===== src/rtl/router_pkt_tx_if.sv =====
// Host/router bus for the packet source of the 1x3 router input port.
//
// Groups every non-clock, non-reset signal of router_pkt_tx:
//   host side   : wr_en, wr_data, start, dest_addr, corrupt_parity, abort
//   router side : busy (back-pressure), pkt_valid, data_out
//   status      : buf_count, tx_idle, done, err
//
// Modports:
//   master - the driver of the packet source (host plus router model)
//   slave  - the packet source itself
interface router_pkt_tx_if #(
    parameter int DATA_W = 8
);
    logic              wr_en;
    logic [DATA_W-1:0] wr_data;
    logic              start;
    logic [1:0]        dest_addr;
    logic              corrupt_parity;
    logic              abort;
    logic              busy;
    logic              pkt_valid;
    logic [DATA_W-1:0] data_out;
    logic [5:0]        buf_count;
    logic              tx_idle;
    logic              done;
    logic              err;

    modport master (
        output wr_en, wr_data, start, dest_addr, corrupt_parity, abort, busy,
        input  pkt_valid, data_out, buf_count, tx_idle, done, err
    );

    modport slave (
        input  wr_en, wr_data, start, dest_addr, corrupt_parity, abort, busy,
        output pkt_valid, data_out, buf_count, tx_idle, done, err
    );
endinterface


===== src/rtl/router_pkt_tx.sv =====
// Packet source for the 1x3 router input port.
//
// The host loads payload bytes into an internal buffer while the block is
// idle, then pulses start with a destination address. The block sends the
// header byte {length, addr}, the payload bytes and an XOR parity byte,
// honouring the router's busy back-pressure, and then waits a short gap
// before it accepts the next packet.
//
// Ports:
//   clock  - rising-edge clock
//   reset  - asynchronous, active-high reset
//   bus    - router_pkt_tx_if.slave:
//              wr_en/wr_data    payload load (IDLE only)
//              start/dest_addr  send request, address 0..2
//              corrupt_parity   flip parity bit 0 of this packet
//              abort            drop the current packet
//              busy             router stall, a byte moves only when 0
//              pkt_valid        high for header and payload bytes
//              data_out         header, payload or parity byte
//              buf_count        number of buffered payload bytes
//              tx_idle          high while in IDLE
//              done             one-cycle pulse after parity transfer
//              err              one-cycle pulse on rejected start/overflow
module router_pkt_tx #(
    parameter int DATA_W     = 8,
    parameter int MAX_LEN    = 63,
    parameter int GAP_CYCLES = 2
) (
    input  logic           clock,
    input  logic           reset,
    router_pkt_tx_if.slave bus
);

    typedef enum logic [2:0] {
        IDLE,
        HEADER,
        PAYLOAD,
        PARITY,
        GAP
    } state_t;

    localparam logic [5:0] MAX_CNT  = 6'(MAX_LEN);
    // The gap counter saturates at its exit threshold so a long busy stall
    // in GAP can never wrap it back below the threshold.
    localparam logic [7:0] GAP_LAST = 8'((GAP_CYCLES > 0) ? GAP_CYCLES - 1 : 0);

    state_t            state;
    logic [5:0]        rd_ptr;
    logic [DATA_W-1:0] parity;
    logic              corrupt_q;
    logic [7:0]        gap_cnt;
    logic [5:0]        buf_count_q;
    logic              pkt_valid_q;
    logic [DATA_W-1:0] data_out_q;
    logic              done_q;
    logic              err_q;

    logic [DATA_W-1:0] buffer [0:MAX_LEN-1];

    logic              wr_accept;
    logic              wr_overflow;
    logic [5:0]        count_after_wr;
    logic              start_bad;
    logic [DATA_W-1:0] parity_next;

    // Idle-time load decode. A write in the same cycle as start lands first,
    // so start sees the incremented count. Abort in IDLE wins over both.
    always_comb begin
        wr_accept      = 1'b0;
        wr_overflow    = 1'b0;
        if (state == IDLE && bus.wr_en && !bus.abort) begin
            wr_accept   = (buf_count_q < MAX_CNT);
            wr_overflow = (buf_count_q >= MAX_CNT);
        end
        count_after_wr = wr_accept ? buf_count_q + 6'd1 : buf_count_q;
        start_bad      = (count_after_wr == 6'd0) || (bus.dest_addr == 2'd3);
        parity_next    = parity ^ data_out_q;
    end

    // Payload storage has no reset: its contents only matter below buf_count.
    always_ff @(posedge clock) begin
        if (wr_accept) begin
            buffer[buf_count_q] <= bus.wr_data;
        end
    end

    // Packet sequencer with registered outputs. A byte moves at an edge
    // where busy is low; abort outranks any transfer in the same cycle.
    always_ff @(posedge clock or posedge reset) begin
        if (reset) begin
            state       <= IDLE;
            rd_ptr      <= '0;
            parity      <= '0;
            corrupt_q   <= 1'b0;
            gap_cnt     <= '0;
            buf_count_q <= '0;
            pkt_valid_q <= 1'b0;
            data_out_q  <= '0;
            done_q      <= 1'b0;
            err_q       <= 1'b0;
        end else begin
            done_q <= 1'b0;
            err_q  <= 1'b0;
            if (bus.abort) begin
                state       <= IDLE;
                rd_ptr      <= '0;
                parity      <= '0;
                gap_cnt     <= '0;
                buf_count_q <= '0;
                pkt_valid_q <= 1'b0;
                data_out_q  <= '0;
            end else begin
                case (state)
                    IDLE: begin
                        buf_count_q <= count_after_wr;
                        if (wr_overflow) begin
                            err_q <= 1'b1;
                        end
                        if (bus.start) begin
                            if (start_bad) begin
                                err_q <= 1'b1;
                            end else begin
                                state       <= HEADER;
                                corrupt_q   <= bus.corrupt_parity;
                                pkt_valid_q <= 1'b1;
                                data_out_q  <= DATA_W'({count_after_wr, bus.dest_addr});
                                parity      <= DATA_W'({count_after_wr, bus.dest_addr});
                            end
                        end
                    end
                    HEADER: begin
                        if (!bus.busy) begin
                            state      <= PAYLOAD;
                            data_out_q <= buffer[0];
                            rd_ptr     <= 6'd1;
                        end
                    end
                    PAYLOAD: begin
                        if (!bus.busy) begin
                            parity <= parity_next;
                            if (rd_ptr == buf_count_q) begin
                                state       <= PARITY;
                                pkt_valid_q <= 1'b0;
                                data_out_q  <= parity_next ^ DATA_W'(corrupt_q);
                            end else begin
                                data_out_q <= buffer[rd_ptr];
                                rd_ptr     <= rd_ptr + 6'd1;
                            end
                        end
                    end
                    PARITY: begin
                        if (!bus.busy) begin
                            state       <= GAP;
                            done_q      <= 1'b1;
                            data_out_q  <= '0;
                            buf_count_q <= '0;
                            gap_cnt     <= '0;
                            rd_ptr      <= '0;
                        end
                    end
                    GAP: begin
                        if (gap_cnt < GAP_LAST) begin
                            gap_cnt <= gap_cnt + 8'd1;
                        end
                        if (gap_cnt >= GAP_LAST && !bus.busy) begin
                            state  <= IDLE;
                            parity <= '0;
                        end
                    end
                    default: begin
                        state <= IDLE;
                    end
                endcase
            end
        end
    end

    assign bus.pkt_valid = pkt_valid_q;
    assign bus.data_out  = data_out_q;
    assign bus.buf_count = buf_count_q;
    assign bus.done      = done_q;
    assign bus.err       = err_q;
    assign bus.tx_idle   = (state == IDLE);

endmodule


===== src/flat_wrapper.sv =====
// flat-port wrapper written by rule: the top's interface ports become plain ports
module router_pkt_tx_flat 
#(
    parameter int DATA_W     = 8,
    parameter int MAX_LEN    = 63,
    parameter int GAP_CYCLES = 2
)
  (clock, reset, bus_wr_en, bus_wr_data, bus_start, bus_dest_addr, bus_corrupt_parity, bus_abort, bus_busy, bus_pkt_valid, bus_data_out, bus_buf_count, bus_tx_idle, bus_done, bus_err);
  router_pkt_tx_if #(.DATA_W(DATA_W)) bus_i ();
  input  logic clock;
  input  logic reset;
  input wire logic [$bits(bus_i.wr_en)-1:0] bus_wr_en;
  input wire logic [$bits(bus_i.wr_data)-1:0] bus_wr_data;
  input wire logic [$bits(bus_i.start)-1:0] bus_start;
  input wire logic [$bits(bus_i.dest_addr)-1:0] bus_dest_addr;
  input wire logic [$bits(bus_i.corrupt_parity)-1:0] bus_corrupt_parity;
  input wire logic [$bits(bus_i.abort)-1:0] bus_abort;
  input wire logic [$bits(bus_i.busy)-1:0] bus_busy;
  output wire logic [$bits(bus_i.pkt_valid)-1:0] bus_pkt_valid;
  output wire logic [$bits(bus_i.data_out)-1:0] bus_data_out;
  output wire logic [$bits(bus_i.buf_count)-1:0] bus_buf_count;
  output wire logic [$bits(bus_i.tx_idle)-1:0] bus_tx_idle;
  output wire logic [$bits(bus_i.done)-1:0] bus_done;
  output wire logic [$bits(bus_i.err)-1:0] bus_err;
  assign bus_i.wr_en = bus_wr_en;
  assign bus_i.wr_data = bus_wr_data;
  assign bus_i.start = bus_start;
  assign bus_i.dest_addr = bus_dest_addr;
  assign bus_i.corrupt_parity = bus_corrupt_parity;
  assign bus_i.abort = bus_abort;
  assign bus_i.busy = bus_busy;
  assign bus_pkt_valid = bus_i.pkt_valid;
  assign bus_data_out = bus_i.data_out;
  assign bus_buf_count = bus_i.buf_count;
  assign bus_tx_idle = bus_i.tx_idle;
  assign bus_done = bus_i.done;
  assign bus_err = bus_i.err;
  router_pkt_tx #(.DATA_W(DATA_W), .MAX_LEN(MAX_LEN), .GAP_CYCLES(GAP_CYCLES)) u_core (.clock(clock), .reset(reset), .bus(bus_i));
endmodule

===== config.mk =====
export PLATFORM = sky130hd
export DESIGN_NAME = router_pkt_tx_flat
export DESIGN_NICKNAME = d
export VERILOG_FILES = /design/src/rtl/router_pkt_tx_if.sv /design/src/rtl/router_pkt_tx.sv /design/src/flat_wrapper.sv
export SDC_FILE = /design/constraint.sdc
export NUM_CORES = 1
export LEC_CHECK = 0
export BUFFER_PORTS_ARGS = -buffer_cell sky130_fd_sc_hd__clkbuf_2
export CORE_MARGIN = 1
export CORE_UTILIZATION = 25
export CTS_CLUSTER_DIAMETER = 120
export DETAILED_ROUTE_END_ITERATION = 7
export PLACE_DENSITY_LB_ADDON = 0.08
export SETUP_SLACK_MARGIN = 0.1
export SLEW_MARGIN = 0
export SYNTH_ARGS = -nofsm -noshare
export SYNTH_HDL_FRONTEND = slang
export SYNTH_SLANG_ARGS = --single-unit

===== constraint.sdc =====
create_clock -name clock -period 3.3 [get_ports clock]
set_clock_uncertainty 0.2 [all_clocks]
set_input_delay 0.825 -clock clock [delete_from_list [all_inputs] [get_ports clock]]
set_output_delay 0.825 -clock clock [all_outputs]
set_load 0.05 [all_outputs]

# Yosys cells after proc, flatten, opt, wreduce, memory -nomap -nowiden
# Memory sizes are Yosys's and may differ from the RTL's.
# Index checks and enable logic that the tools add are counted.
# totals
register_bits	43
mem_bits_rw	504
output_inout_bits	18
word_cells	110
memories	1
# memory_table
name	words	width	read_ports	rd_clocked_by_memory_dff	write_ports	line_no	text
u_core.buffer	63	8	2	0	1	router_pkt_tx.sv:58	logic [DATA_W-1:0] buffer [0:MAX_LEN-1];
# classes
addsub	3
magnitude_cmp	4
eq_ne	15
n_mux	51
bitwise	4
reduce_logical	22
# op_table
op	n
$mux 8	12
$mux 6	7
$pmux 8 s4	1
$mux 3	8
$pmux 8 s3	1
$ne 3x3->1 const B	6
$pmux 6 s3	1
$mux 1	17
$pmux 8 s2	1
$pmux 3 s5	1
$reduce_and 5->1	3
$add 6x1->6 const B	2
$pmux 6 s2	1
$ne 3x2->1 const B	3
$reduce_bool 3->1	3
$add 8x1->8 const B	1
$ge 8x1->1 const B	1
$lt 8x1->1 const B	1
$reduce_bool 4->1	2
$xor 8x1->8	1
$xor 8x8->8	1
$reduce_and 7->1	1
$eq 3x2->1 const B	2
$eq 6x6->1	1
17 further kinds	21

# Longest topological paths before layout
# Gate-level depths: netlist of the first run.
# logic_depth
ltp_word	11
ltp_mapped	10
mapped_depth_nobuf	8

# Least setup slack after synthesis of the first run
# Ideal clock, no wire load.
# synth_path
path_kind	input to register
from	input bus_wr_en
to	register u_core.data_out_q[1], in the netlist u_core.bus.data_out[1]
arrival_time_ns	2.893
required_ns	2.975
slack_ns	0.082
cell_stages	9
cell_sequence	clkbuf_1 -> inv_1 -> nor4_1 -> a31o_2 -> a311o_1 -> buf_6 -> o21a_1 -> buf_2 -> mux2_2
# synth_via
elab_chain_cells	8
# synth_lines
item	line_no	text
from (decl)	flat_wrapper.sv:12	input wire logic [$bits(bus_i.wr_en)-1:0] bus_wr_en;
$logic_and 1x1->1 (2 in a row)	router_pkt_tx.sv:71	if (state == IDLE && bus.wr_en && !bus.abort) begin
$mux 1	router_pkt_tx.sv:71	
$mux 6	router_pkt_tx.sv:75	count_after_wr = wr_accept ? buf_count_q + 6'd1 : buf_count_q;
$logic_not 6->1	router_pkt_tx.sv:76	start_bad = (count_after_wr == 6'd0) || (bus.dest_addr == 2'd3);
$logic_or 1x1->1	router_pkt_tx.sv:76	
$ne 3x3->1 (no source line)	n/a	
$reduce_and 6->1 (no source line)	n/a	
to (signal assigned)	router_pkt_tx.sv:126	data_out_q <= DATA_W'({count_after_wr, bus.dest_addr});
to (signal assigned)	router_pkt_tx.sv:134	data_out_q <= buffer[0];
to (signal assigned)	router_pkt_tx.sv:144	data_out_q <= parity_next ^ DATA_W'(corrupt_q);
to (decl)	router_pkt_tx.sv:54	logic [DATA_W-1:0] data_out_q;
# No other way between the ends.
# A chain may end at the register's enable or synchronous reset.

# Final worst setup path of the first run
# layout_path
from	register u_core.rd_ptr[0]
to	register u_core.data_out_q[7], in the netlist u_core.bus.data_out[7]
# layout_via
elab_chain_cells	5
word_cells_on_any_way	6
classes_between	1 x eq/ne; 4 x mux; 1 x memory
# layout_lines
item	line_no	text
from (decl)	router_pkt_tx.sv:48	logic [5:0] rd_ptr;
from (signal assigned)	router_pkt_tx.sv:147	rd_ptr <= rd_ptr + 6'd1;
$mem_v2 63x8 or $eq 6x6->1 (tied branches)	n/a	
$mux 8 (*)	router_pkt_tx.sv:141	if (rd_ptr == buf_count_q) begin
$mux 8 (*)	router_pkt_tx.sv:139	if (!bus.busy) begin
$pmux 8 s4 (*)	router_pkt_tx.sv:113	case (state)
$mux 8 (*)	router_pkt_tx.sv:104	if (bus.abort) begin
to (signal assigned)	router_pkt_tx.sv:126	
to (signal assigned)	router_pkt_tx.sv:144	
to (signal assigned)	router_pkt_tx.sv:146	data_out_q <= buffer[rd_ptr];
# Mark *: on every way between the ends. The rest lies on a longest branch, timed or not. The select of a mux whose other input is x is not followed.

==> impl_metrics.ini, run 1 <==
[worst_setup_path]
critPathMaxFanout = 16
critPathKind = register to register
start_kind = register
worstPathArrival_ns = 3.42
cp.required_ns = 3.59
endpoint_kind = register

[yosys]
synth_area_um2 = 22600
ys_ff_latch = 547
yosysSeqAreaShare = 0.718
netlist_instances = 1292
ys.flop_type = edfxtp_1
synth_enable_flop_cells = 504
synth_area_per_cell_um2 = 17.5
synthTopCellsByArea = edfxtp_1 67%, mux4_2 11%, dfrtp_1 4.8%
yosysWarnings = 0
synth_area_leader_cell = edfxtp_1
synth_top_area_frac = 0.670
synth_cell_types = 68
syn-num-nets = 1314
ys_async_sr_fraction = 0.0786

[clocking]
clock_latency_ns = 0.60
cts-htree-levels = 3
cts-root-buf = clkbuf_16
ctsHoldBuffers = 0
clock-sinks = 547
clkTransAtPathRegs_ns = 0.06
cts_inserted_buffers = 68
clk_path_buf_depth = 3
tritoncts = yes

[cells_and_area]
final_cell_mix = 504 x edfxtp_1, 188 x buf_4, 115 x mux4_2, 98 x nor2_1, 71 x clkbuf_16
post_layout_nonfiller_instances = 2736
drive_above_1_share = 0.309
areaGrowthSynthToFinish_pct = 23.1
design_area_um2 = 27800
final_common_cell = edfxtp_1
nets = 1540

[placement]
portBuffers = 34
dp_slack_ns = -0.106
placed_cells = 2612
gp_congestion = 0.859
place_area_um2 = 25600
dpl.hpwl_um = 48900

[detailed_routing]
wl_met3_um = 3320
top_layer = met4
postRouteWirelength_um = 72600
wl_per_cell_um = 26.5
ant_nets = 0
drc = 0
wl_met1_um = 33900
first_pass_iters = 5
drt_iter0_drc = 1017
vias = 12900
route.met2.wl_um = 33700
drt-vias-per-instance = 4.72

[sta]
rsz0062_at_grt = false
setup_viol = 0
slew_violations = 0
tightest_slew_ns = 1.23
slew_headroom = 0.170
finalSetupTns_ns = 0
fin_ws_ns = 0.174
layout_min_cycle_time_ns = 3.13
hold_violations = 0
period_share = 0.947
fmaxAchievable_mhz = 320

[grt]
grt-ovfl-total = 0
grt_max_degree = 64
global_route.usage.total = 0.161
grt_pass1_vias = 13400
grt_first_pass_wirelength_um = 103000
antenna_found_initial = 2

[floorplanning]
die_w_um = 303
die_h_um = 303
row_count = 109
core_area_um2 = 88900
pin_count = 35
dieArea_um2 = 91600
initial_core_util = 0.254

[pwr]
ir_drop_uv = 299
leakage_uw = 0.00918
power_density_nw_per_um2 = 630
power_uw = 17500

[outcome]
status = completed

[flow_run]
drv_cap = 0

[worst_hold_path]
hold_path.class = primary input to async pin
==> layer usage <==
metal / GRT usage / vias up
met4: 0.0480 / 0
met3: 0.0271 / 80
met1: 0.226 / 6846
met5: 0 / -
met2: 0.254 / 295
li1: - / 5688
==> power by group <==
group / leakage [uW] / internal [uW] / switching (uW)
clock: 0.00105 / 4360 / 2920
sequential: 0.00511 / 7670 / 124
combinational: 0.00302 / 974 / 1470
total: 0.00918 / 13000 / 4520
==> critical path, cell delays in order, from the launching register on <==
cell and delay, ns:
dfrtp_4 0.57, buf_12 0.20, buf_4 0.19, mux4_2 0.42
o22ai_2 0.12, o21ai_0 0.38, o211ai_1 0.36, and3_1 0.33
o31ai_1 0.24
==> synthesized netlist by cell type, types with 7 or more instances <==
| master | number |
|---|---|
| nand2_1 | 44 |
| inv_1 | 27 |
| and3_1 | 7 |
| o21ai_0 | 29 |
| nor3_1 | 17 |
| o31ai_1 | 13 |
| a22o_1 | 7 |
| o221ai_1 | 8 |
| o211ai_1 | 19 |
| mux4_2 | 115 |
| and2_1 | 10 |
| mux2_2 | 12 |
| nand4_1 | 7 |
| dfrtp_1 | 43 |
| nand3_1 | 15 |
| mux2i_1 | 32 |
| nor2b_1 | 12 |
| xnor2_1 | 13 |
| edfxtp_1 | 504 |
| o22ai_1 | 11 |
| a22oi_1 | 16 |
| clkbuf_1 | 53 |
| a31oi_1 | 9 |
| buf_2 | 15 |
| buf_1 | 10 |
| nor2_1 | 98 |
| a21oi_1 | 30 |
| a221oi_1 | 7 |
| or3_1 | 10 |
==> layout make-up <==
type	instances	area, um2
fillers	8728	61100
flip-flops and latches	547	16200
multi-input cells	634	5970
repair buffers	238	1900
clock buffers	90	1860
well taps	1165	1460
clock inverters	32	309
inverters	29	109
diodes	1	2.50
==> kinds of logic (layout without fill, tap and decap cells) <==
family | after synthesis | count (layout) | synth area share
other | 0 | 1 | 0
buffers and inverters | 111 | 389 | 0.0204
multiplexers | 159 | 159 | 0.135
flip-flops | 547 | 547 | 0.718
adder cells (fa/ha/maj) | 5 | 5 | 0.00277
XOR/XNOR | 18 | 18 | 0.00698
AND/OR/NAND/NOR | 250 | 250 | 0.0528
AO/OA/AOI/OAI | 202 | 202 | 0.0647
==> sequential cells by signal, summed over array words and instances, names as in the netlist <==
signal and count:
u_core.corrupt_q 1, u_core.rd_ptr 6, u_core.bus.done 1, u_core.gap_cnt 8
u_core.bus.data_out 8, u_core.bus.pkt_valid 1, u_core.parity 8, u_core.buffer 504
u_core.state 3, u_core.bus.buf_count 6, u_core.bus.err 1
==> path summary, 6_finish.rpt <==
kind	to	slack, ns	cells past startpoint	startpoint
min in group clock	u_core.corrupt_q	0.28	2	bus_corrupt_parity
max in group asynchronous	u_core.rd_ptr[3]	2.25	3	reset
worst max-delay path	u_core.bus.data_out[7]	0.17	8	u_core.rd_ptr[0]
worst max register to register	u_core.bus.data_out[7]	0.17	8	u_core.rd_ptr[0]
worst min-delay path	u_core.bus.done	0.09	2	reset
worst min register to register	u_core.gap_cnt[7]	0.30	1	u_core.gap_cnt[7]
==> repair_timing <==
action,CTS,global route
gates resized for setup,5,5
endpoints found under the setup margin,5,3
pin swaps,1,0
hold endpoints to repair,0,0
buffers inserted,0,1
==> per-stage QoR <==
| stage | hold WS, ns | utilization |
|---|---|---|
| 2_1_floorplan | 0.255 | - |
| 3_3_place_gp | 0.287 | 0.288 |
| 3_5_place_dp | 0.281 | 0.288 |
| 4_1_cts | 0.0897 | 0.312 |
| 5_1_grt | 0.115 | 0.313 |
| 6_report | 0.0901 | 0.313 |
No activity file was read; power rests on OpenSTA's default activity.
==> run 2, diff against run 1 <==
CORE_UTILIZATION = 35   (was 25)
==> impl_metrics.ini, run 2 (same netlist as run 1, synthesis figures left out) <==
[clocking]
clkTransAtPathRegs_ns = 0.06
cts-htree-levels = 2
tritoncts = yes
cts-root-buf = clkbuf_16
cts_setup_buffers = 0
clock_latency_ns = 0.62
cts_inserted_buffers = 59
clk_path_buf_depth = 3
clock-sinks = 547

[cells_and_area]
seq_area_um2 = 16200
final_common_cell = edfxtp_1
drive_above_1_share = 0.285
design_area_um2 = 26800
nets = 1505
multiInputGateArea_um2 = 5940
nFillCells = 5714
antenna_cells = 0
final_cell_mix = 504 x edfxtp_1, 168 x buf_4, 115 x mux4_2, 98 x nor2_1, 59 x clkbuf_16
areaGrowthSynthToFinish_pct = 18.4
top_register = u_core.buffer
largest_reg_flops = 504

[detailed_routing]
ant_nets = 0
drt-vias-per-instance = 5.39
wl_per_cell_um = 26.8
vias = 12800
first_pass_iters = 5
postRouteWirelength_um = 63700
drc = 0
drt_iter0_drc = 936

[outcome]
status = completed

[grt]
grt_first_pass_wirelength_um = 92800
grt_pass1_vias = 13000
grt_max_degree = 64
global_route.usage.total = 0.195
antenna_found_initial = 0
grt-ovfl-total = 0

[worst_setup_path]
start_kind = register
worstReg2RegEnd = u_core.bus.data_out[3]
critPathKind = register to output pin
rr_startpoint = u_core.rd_ptr[0]
r2r_setup_slack_ns = 0.21
worstPathArrival_ns = 2.09
cp.required_ns = 2.27
critPathMaxFanout = 16
r2r_cells = 8
endpoint_kind = output pin

[placement]
dpl.hpwl_um = 42000
portBuffers = 34
place_area_um2 = 25000
gp_congestion = 0.858

[floorplanning]
initial_core_util = 0.356
dieArea_um2 = 65600
core_area_um2 = 63400
pin_count = 35
die_h_um = 256
die_w_um = 256
row_count = 92

[sta]
hold_violations = 0
fmaxAchievable_mhz = 321
tightest_slew_ns = 1.20
slew_violations = 0
slew_headroom = 0.200
setup_viol = 0
period_share = 0.943
layout_min_cycle_time_ns = 3.11
rsz0062_at_grt = false

[flow_run]
drv_cap = 0

[pwr]
ir_drop_uv = 382
power_uw = 16300
power_density_nw_per_um2 = 610
leakage_uw = 0.00884

[worst_hold_path]
hold_path.class = primary input to async pin
[run 2: changes by cell type in the layout (fill, tap and decap cells not counted), moves of 2 or more]
cell	previous run	this run
buf_4	188	168
clkbuf_16	71	59
buf_12	15	11
a211oi_1	3	5
clkinv_1	14	16
clkinv_8	2	0
[run 2: worst max path at each step]
| stage | start | to | cells past startpoint |
|---|---|---|---|
| after global routing | u_core.rd_ptr[0] | u_core.bus.data_out[0] | 9 |
| after detailed placement | bus_abort | u_core.parity[2] | 7 |
| final | u_core.state[0] | bus_tx_idle | 5 |
| after CTS | u_core.state[0] | bus_tx_idle | 5 |
| after floorplan | u_core.bus.buf_count[0] | u_core.parity[2] | 9 |
| after global placement | bus_abort | u_core.parity[2] | 7 |
[run 2: critical path, stage by stage, from the launching register on]
cell     delay (ns)
dfrtp_1        0.39
buf_4          0.21
or3_1          0.43
buf_4          0.20
inv_1          0.06
buf_4          0.18
[run 2: metal layers]
layer | vias up | part of all wire | GRT usage
met2 | 350 | 0.47 | 0.303
met4 | 0 | 0.022 | 0.0496
met3 | 80 | 0.049 | 0.0302
met5 | - | 0 | 0
met1 | 6765 | 0.46 | 0.287
li1 | 5595 | - | -
[run 2: power by group]
part / leakage (uW) / switching (uW) / total [uW] / internal, uW
clock network: 0.000868 / 2670 / 6250 / 3580
logic: 0.00287 / 1370 / 2290 / 917
registers: 0.00511 / 109 / 7780 / 7670
total: 0.00884 / 4150 / 16300 / 12200
[run 2: timing repair]
item,4_1_cts,5_1_grt
pin swaps,0,0
resized for setup,1,4
hold buffers,0,0
setup endpoints to repair,1,3
hold endpoints to repair,0,0
[run 2: cell type report]
| cell class | instances | area share |
|---|---|---|
| sequential | 547 | 0.606 |
| multi-input combinational | 634 | 0.222 |
| timing repair buffer | 212 | 0.0615 |
| clock buffer | 77 | 0.0577 |
| tap | 846 | 0.0396 |
| clock inverter | 29 | 0.00902 |
| inverter | 29 | 0.00407 |
[run 2: metrics by stage]
step | hold WS (ns) | setup TNS, ns | cells | utilization | setup WS (ns)
finish | 0.152 | 0 | 2374 | 0.422 | 0.189
global route | 0.213 | 0 | 2374 | 0.422 | 0.0657
CTS | 0.158 | 0 | 2374 | 0.422 | 0.115
detailed placement | 0.281 | -0.160 | 2268 | 0.394 | -0.0652
global placement | 0.280 | -0.0524 | 2268 | 0.394 | -0.0280
floorplan | 0.255 | 0 | 1292 | - | 0.101
